File: src/rtl/tdc_channel_scheduler.sv
// ============================================================================
// Module  : tdc_channel_scheduler
// Purpose : Time-shares one event counter across NUM_CH TDC channels, one
//           fixed count window per enabled channel, results on valid/ready.
// Revision: 1.0 - initial release
// ============================================================================
`default_nettype none

module tdc_channel_scheduler #(
  parameter int NUM_CH       = 4,
  parameter int CH_BITS      = 2,
  parameter int WINDOW_BITS  = 10,
  parameter int COUNTER_BITS = 8
) (
  input  logic                    clk,
  input  logic                    rst,
  input  logic                    start_i,
  input  logic [NUM_CH-1:0]       ch_mask_i,
  input  logic [COUNTER_BITS-1:0] count_in_i,
  output logic [CH_BITS-1:0]      sel_o,
  output logic                    cnt_clear_o,
  output logic                    cnt_en_o,
  output logic                    res_valid_o,
  input  logic                    res_ready_i,
  output logic [COUNTER_BITS-1:0] res_data_o,
  output logic [CH_BITS-1:0]      res_ch_o,
  output logic                    busy_o,
  output logic                    done_o
);

  typedef enum logic [2:0] {
    ST_IDLE    = 3'd0,
    ST_SELECT  = 3'd1,
    ST_MEASURE = 3'd2,
    ST_CAPTURE = 3'd3,
    ST_RESULT  = 3'd4,
    ST_DONE    = 3'd5
  } state_e;

  state_e                  state_q, state_d;
  logic [NUM_CH-1:0]       mask_q, mask_d;
  logic [CH_BITS-1:0]      sel_q, sel_d;
  logic [WINDOW_BITS-1:0]  win_q, win_d;
  logic                    res_valid_q, res_valid_d;
  logic [COUNTER_BITS-1:0] res_data_q, res_data_d;
  logic [CH_BITS-1:0]      res_ch_q, res_ch_d;
  logic                    zdone_q, zdone_d;

  logic                    first_found, next_found;
  logic [CH_BITS-1:0]      first_ch, next_ch;

  // Descending scans so the last hit written is the lowest qualifying index.
  always_comb begin
    first_found = 1'b0;
    first_ch    = '0;
    next_found  = 1'b0;
    next_ch     = '0;
    for (int i = NUM_CH - 1; i >= 0; i--) begin
      if (ch_mask_i[i]) begin
        first_found = 1'b1;
        first_ch    = CH_BITS'(i);
      end
      if (mask_q[i] && (CH_BITS'(i) > sel_q)) begin
        next_found = 1'b1;
        next_ch    = CH_BITS'(i);
      end
    end
  end

  always_comb begin
    state_d     = state_q;
    mask_d      = mask_q;
    sel_d       = sel_q;
    win_d       = win_q;
    res_valid_d = res_valid_q;
    res_data_d  = res_data_q;
    res_ch_d    = res_ch_q;
    zdone_d     = 1'b0;
    case (state_q)
      ST_IDLE: begin
        if (start_i) begin
          if (first_found) begin
            mask_d  = ch_mask_i;
            sel_d   = first_ch;
            state_d = ST_SELECT;
          end else begin
            zdone_d = 1'b1;
          end
        end
      end
      ST_SELECT: begin
        win_d   = '0;
        state_d = ST_MEASURE;
      end
      ST_MEASURE: begin
        win_d = win_q + 1'b1;
        if (&win_q) state_d = ST_CAPTURE;
      end
      ST_CAPTURE: begin
        res_data_d  = count_in_i;
        res_ch_d    = sel_q;
        res_valid_d = 1'b1;
        state_d     = ST_RESULT;
      end
      ST_RESULT: begin
        if (res_valid_q && res_ready_i) begin
          res_valid_d = 1'b0;
          if (next_found) begin
            sel_d   = next_ch;
            state_d = ST_SELECT;
          end else begin
            state_d = ST_DONE;
          end
        end
      end
      ST_DONE:  state_d = ST_IDLE;
      default:  state_d = ST_IDLE;
    endcase
  end

  always_ff @(posedge clk or posedge rst) begin
    if (rst) begin
      state_q     <= ST_IDLE;
      mask_q      <= '0;
      sel_q       <= '0;
      win_q       <= '0;
      res_valid_q <= 1'b0;
      res_data_q  <= '0;
      res_ch_q    <= '0;
      zdone_q     <= 1'b0;
    end else begin
      state_q     <= state_d;
      mask_q      <= mask_d;
      sel_q       <= sel_d;
      win_q       <= win_d;
      res_valid_q <= res_valid_d;
      res_data_q  <= res_data_d;
      res_ch_q    <= res_ch_d;
      zdone_q     <= zdone_d;
    end
  end

  assign sel_o       = sel_q;
  assign cnt_clear_o = (state_q == ST_SELECT);
  assign cnt_en_o    = (state_q == ST_MEASURE);
  assign res_valid_o = res_valid_q;
  assign res_data_o  = res_data_q;
  assign res_ch_o    = res_ch_q;
  assign busy_o      = (state_q != ST_IDLE);
  assign done_o      = (state_q == ST_DONE) || zdone_q;

endmodule

`default_nettype wire

File: config.mk
export PLATFORM = sky130hd
export DESIGN_NAME = tdc_channel_scheduler
export DESIGN_NICKNAME = d
export VERILOG_FILES = /design/src/rtl/tdc_channel_scheduler.sv
export SDC_FILE = /design/constraint.sdc
export NUM_CORES = 1
export LEC_CHECK = 0
export BUFFER_PORTS_ARGS = -buffer_cell sky130_fd_sc_hd__buf_2
export CORE_MARGIN = 8
export CORE_UTILIZATION = 31
export CTS_CLUSTER_DIAMETER = 100
export DETAILED_ROUTE_END_ITERATION = 12
export MAX_ROUTING_LAYER = met4
export PLACE_DENSITY = 0.6
export SYNTH_ARGS = -nofsm -noshare
export SYNTH_HDL_FRONTEND = slang
export SYNTH_SLANG_ARGS = --single-unit
File: constraint.sdc
create_clock -name clk -period 2 [get_ports clk]
set_clock_uncertainty 0.15 [all_clocks]
set_input_delay 0 -clock clk [delete_from_list [all_inputs] [get_ports clk]]
set_output_delay 0 -clock clk [all_outputs]
set_load 0.02 [all_outputs]
After elaboration in Yosys (flattened, before gate mapping). Index checks and enable logic that the tools add are counted.

Reductions and logical operators: 16. $lt $le $gt $ge: 4. Add/subtract/negate cells: 1. Mux-type cells: 33. Equal/unequal tests: 10.

Operator list (number): 2-to-1 mux 2 bit (12); one-hot mux 10 bit (2 select lines) (1); 2-to-1 mux 3 bit (5); one-hot mux 3 bit (5 select lines) (1); 2-to-1 mux 1 bit (12); adder 10 x 1 -> 10 bit (second input constant) (1); AND reduction 10 bit (1); inequality test 2 bit (second input constant) (4); == test 3 x 2 -> 1 bit (second input constant) (2); == test 3 bit (second input constant) (2); nonzero test 2 bit (3); logical AND 1 bit (5); AND reduction 5 bit (1); > comparator 1 x 2 -> 1 bit (first input constant) (2); > comparator 2 bit (first input constant) (2); one-hot mux 2 bit (2 select lines) (1); AND reduction 4 bit (1); == test 3 x 1 -> 1 bit (second input constant) (1); logical NOT 3 bit (1); AND reduction 3 bit (1); nonzero test 3 bit (1); inequality test 2 x 1 -> 1 bit (second input constant) (1); one-hot mux 1 bit (2 select lines) (1); AND reduction 2 bit (1); logical OR 1 bit (1).

Word-level logic and storage cells: 72. Register bits after elaboration: 31. Output and inout port bits: 17. Input port bits: 16.

Logic depth before layout (Yosys ltp).
Depth in word-level cells: 9. Mapped depth: 6. Depth with buffers taken out: 6.

Least setup slack after synthesis. Ideal clock, no wire load.

Path kind: register to register. Start point: reg state_q[2]. End point: reg sel_q[0], in the netlist sel_o[0]. Setup time: 0.125 ns. Slack: 0.318 ns. Clock period less this slack: 1.682 ns. Data required time: 1.725 ns. Cell stages (with the launch flop): 5. Arrival: 1.407 ns. Buffers on the path: 0. Cells stage by stage: dfrtp_1 -> nor3_1 -> nand3_4 -> a21boi_2 -> mux2_4.

Cells in the longest elaborated chain, start to end: 3. Elaborated cells on any way between the ends: 9. Those cells by class: eq/ne (5); mux (1); reduce/logical (3).

RTL lines: start, declared (line 40) `state_e state_q, state_d;`; start signal, assigned (line 132) `state_q <= state_d;`; == test 3 bit or logical NOT 3 bit (tied branches) (line 79) `case (state_q)`; inequality test 2 bit (no source line) or nonzero test 2 bit (tied branches); AND reduction 5 bit (no source line); end signal, assigned (line 134) `sel_q <= sel_d;`; end, declared (line 42) `logic [CH_BITS-1:0] sel_q, sel_d;`.

Several ways; a longest one is shown, not always the timed one. A chain may end at the register's enable or synchronous reset.

Worst setup path after layout.
Start point: in ch_mask_i[3]. End point: reg sel_q[0], in the netlist sel_o[0].

Cells in the longest elaborated chain, start to end: 7. Elaborated cells on any way between the ends: 13. Those cells by class: eq/ne (1); mux (11); reduce/logical (1).

RTL lines: start, declared (line 18) `input logic [NUM_CH-1:0] ch_mask_i,`; 2-to-1 mux 2 bit (4 in series) (line 59) `if (ch_mask_i[i]) begin`; 2-to-1 mux 2 bit (line 82) `if (first_found) begin`; 2-to-1 mux 2 bit (line 81) `if (start_i) begin`; one-hot mux 2 bit (2 select lines) (line 79).

Several ways; a longest one is shown, not always the timed one. The select of a mux whose other input is x is not followed.

==> metrics.md <==
| Metric | Value |
|---|---|
| Data arrival, critical path | `1900 ps` |
| Die W | `between 80 and 90 um` |
| Final non-filler cell total | `244` |
| Post-synth top area share | `52.08%` |
| Seq/Total Area, Yosys | `52.08%` |
| Measured slew at the worst slew-check pin | `around 380 ps` |
| Post-layout min period | `1887 ps` |
| Critical path startpoint category | `input port` |
| Clk sink count | `30` |
| CP Max Fanout | `5` |
| Mapped cell area | `between 1000 and 1500 um^2` |
| PD cells | `~1300 nW/um^2` |
| Internal Power | `around 0.0016 W` |
| Syn. warnings | `0` |
| Post-route clock period utilization | `94.33%` |
| Antenna Violating Nets Remaining | `0` |
| Drt total wl | `3.137 mm` |
| Post-CTS sizing | `0` |
| Area after DPL | `around 1700 um^2` |
| Primary FF master, synth | `dfrtp_1` |
| CTS Buf Count | `5` |
| Net Sw Power | `0.0009960 W` |
| Nets@finish | `around 210` |
| I/O pin count | `33` |
| Cells taking the most area after synthesis | `dfrtp_1, mux2_2, o21ai_0` |
| Fmax | `around 530 MHz` |
| Routed wire length per instance | `around 13 um` |
| Antenna diodes | `0` |
| Initial antenna violation count | `0` |
| Detailed placer's ending HPWL | `about 2.3 mm` |
| Relative slew margins | `between 70% and 80%` |
| R2R Setup Slk | `~250 ps` |
| DR iter-0 viols | `47` |
| HP Class | `in2async` |
| Htree depth | `2` |
| EDFF count, synth | `0` |
| Placed Cells | `220` |
| Outcome | `finished clean` |
| Die area | `about 7100 um^2` |
| Leak | `about 0.94 nW` |
| Peak VDD IR | `roughly 0.64 mV` |
| Reg-to-reg endpoint | `win_q[6]$_DFFE_PP0P_` |
| Area growth syn-to-layout | `33.94%` |
| First drt pass iteration count | `4` |
| Number of max-cap violations | `0` |
| WP data required | `a little over 2000 ps` |
| Worst skew pair latency | `roughly 280 ps` |
| # rows | `25` |
| Clock-pin slew on the worst setup and hold paths | `~60 ps` |
| Largest area contributor in the netlist | `dfrtp_1` |
| Commonest cells in the netlist | `dfrtp_1, nand2_1, o21ai_0, mux2_2, inv_1` |
| Core area | `~4600 um^2` |
| First-pass GRT wire length | `roughly 5.4 mm` |
| Reg2reg start | `state_q[2]$_DFFE_PP0P_` |
| Hold slack | `about 180 ps` |
| Yosys cell types | `40` |
| Hold Vio Cnt, Final | `0` |
| Grt ovf | `0` |
| TNS Setup | `0 ps` |
| Port Buffers | `32` |
| CTS tree | `done` |
| Synthesized net count | `150` |
| Sequential share of power | `roughly 38%` |
| Largest net degree at the start of global routing | `31` |
| # DRC | `0` |
| Tot Pwr | `around 0.0026 W` |
| Switching Fraction | `approximately 39%` |
| Die height | `~84 um` |
| Vias | `about 1200` |
| Clock network power share | `a little under a fifth` |
| Vias per cell | `around 4.8` |
| Layout cell share with drive strength beyond 1 | `between 30% and 40%` |
| WS Path Type | `in2reg` |
| Comb pwr share | `43.0%` |
| Flops & latches, synth | `30` |
| Most common cell in the netlist | `dfrtp_1` |
| GRT Util Overall | `under 10%` |
| CTS Root Cell | `clkbuf_8` |
| Reg2Reg Depth | `5` |
| Max-slew violations | `0` |
| Setup Viol. Count Final | `0` |
| Routability congestion estimate | `0.7738` |
| Vias in the first global route | `1201` |
| Avg Cell Area, Syn | `~11 um^2` |
| Initial Util | `approximately a third` |
| Endpoint type of the worst setup path | `flop` |
| Gate count of the mapped netlist | `about 130` |
| Async S/R FF share, synth | `100.0%` |
| Design area | `about 1900 um^2` |
| Worst-case clock buffer depth | `2` |
| RSZ-0062 raised after global routing | `false` |
[power by group through the flow]
stage                     combinational, W  clock [W]  sequential (W)
after floorplan                   0.000619          0         0.00112
after global placement             0.00110          0        0.000981
after detailed placement           0.00110          0        0.000983
after CTS                          0.00113   0.000516        0.000975
after global routing               0.00121   0.000544         0.00101
final                              0.00111   0.000492        0.000973
[layout by cell type (no fill, tap or decap), types with 6 or more instances in the layout]
cell / n
dfrtp_1: 30
buf_2: 32
mux2_2: 11
o21ai_0: 12
inv_1: 8
clkbuf_8: 6
nor2_1: 6
dlygate4sd3_1: 16
nand2_1: 14
nand3_1: 7
[layer usage]
layer | track usage, % | share of wire, % | routed length [um]
met1 | 10.48 | 45 | 1419
met2 | 14.90 | 48 | 1500
met3 | 3.098 | 3.6 | 112
met4 | 5.338 | 3.3 | 104
met5 | - | 0 | 0
[timing repair]
action | 4_1_cts | 5_1_grt
setup endpoints to repair | 0 | 0
endpoints found under the hold margin | 45 | 0
setup buffers | 0 | 0
hold buffers | 16 | 0
[worst max-delay path by stage]
stage	startpoint	to	cells past startpoint
2_1_floorplan	state_q[2]$_DFFE_PP0P_	sel_o[0]$_DFFE_PP0P_	4
3_3_place_gp	state_q[2]$_DFFE_PP0P_	win_q[6]$_DFFE_PP0P_	5
3_5_place_dp	state_q[2]$_DFFE_PP0P_	win_q[6]$_DFFE_PP0P_	5
4_1_cts	ch_mask_i[3]	sel_o[0]$_DFFE_PP0P_	6
5_1_grt	ch_mask_i[3]	sel_o[0]$_DFFE_PP0P_	6
6_report	ch_mask_i[3]	sel_o[0]$_DFFE_PP0P_	6
[layout make-up]
type                    count  area [um^2]
clock inverters             1        5.005
repair buffers             52        350.3
inverters                   9        38.79
fillers                   442         2668
flip-flops and latches     30        750.7
multi-input cells          91        631.9
well taps                  54        67.56
clock buffers               7        86.33
[critical path, stage by stage]
cell           delay (ps)
dlygate4sd3_1         530
buf_2                 140
or4_4                 570
nand3_4               130
a21boi_2              220
mux2_4                310
[logic make-up after synthesis]
kind of cell               synth area share, %
AOI/OAI and AO/OA                        11.81
xor gates and xnor gates                 1.215
adders and majority gates               0.8679
buffers and inverters                    4.079
DFF                                      52.08
muxes                                    11.02
and+or+nand+nor                          18.92
[state kept, by name, indices dropped and copies added (netlist names)]
| signal | cells |
|---|---|
| state_q | 3 |
| res_ch_o | 2 |
| sel_o | 2 |
| zdone_q | 1 |
| mask_q | 3 |
| res_valid_o | 1 |
| win_q | 10 |
| res_data_o | 8 |
[through the flow]
step | setup WS, ps | util (%)
2_1_floorplan | 317.6 | -
3_3_place_gp | 274.3 | 36.52
3_5_place_dp | 243.7 | 36.52
4_1_cts | 132.0 | 41.99
5_1_grt | 98.15 | 41.99
6_report | 113.4 | 41.99
(Power assumes the default switching activity.)
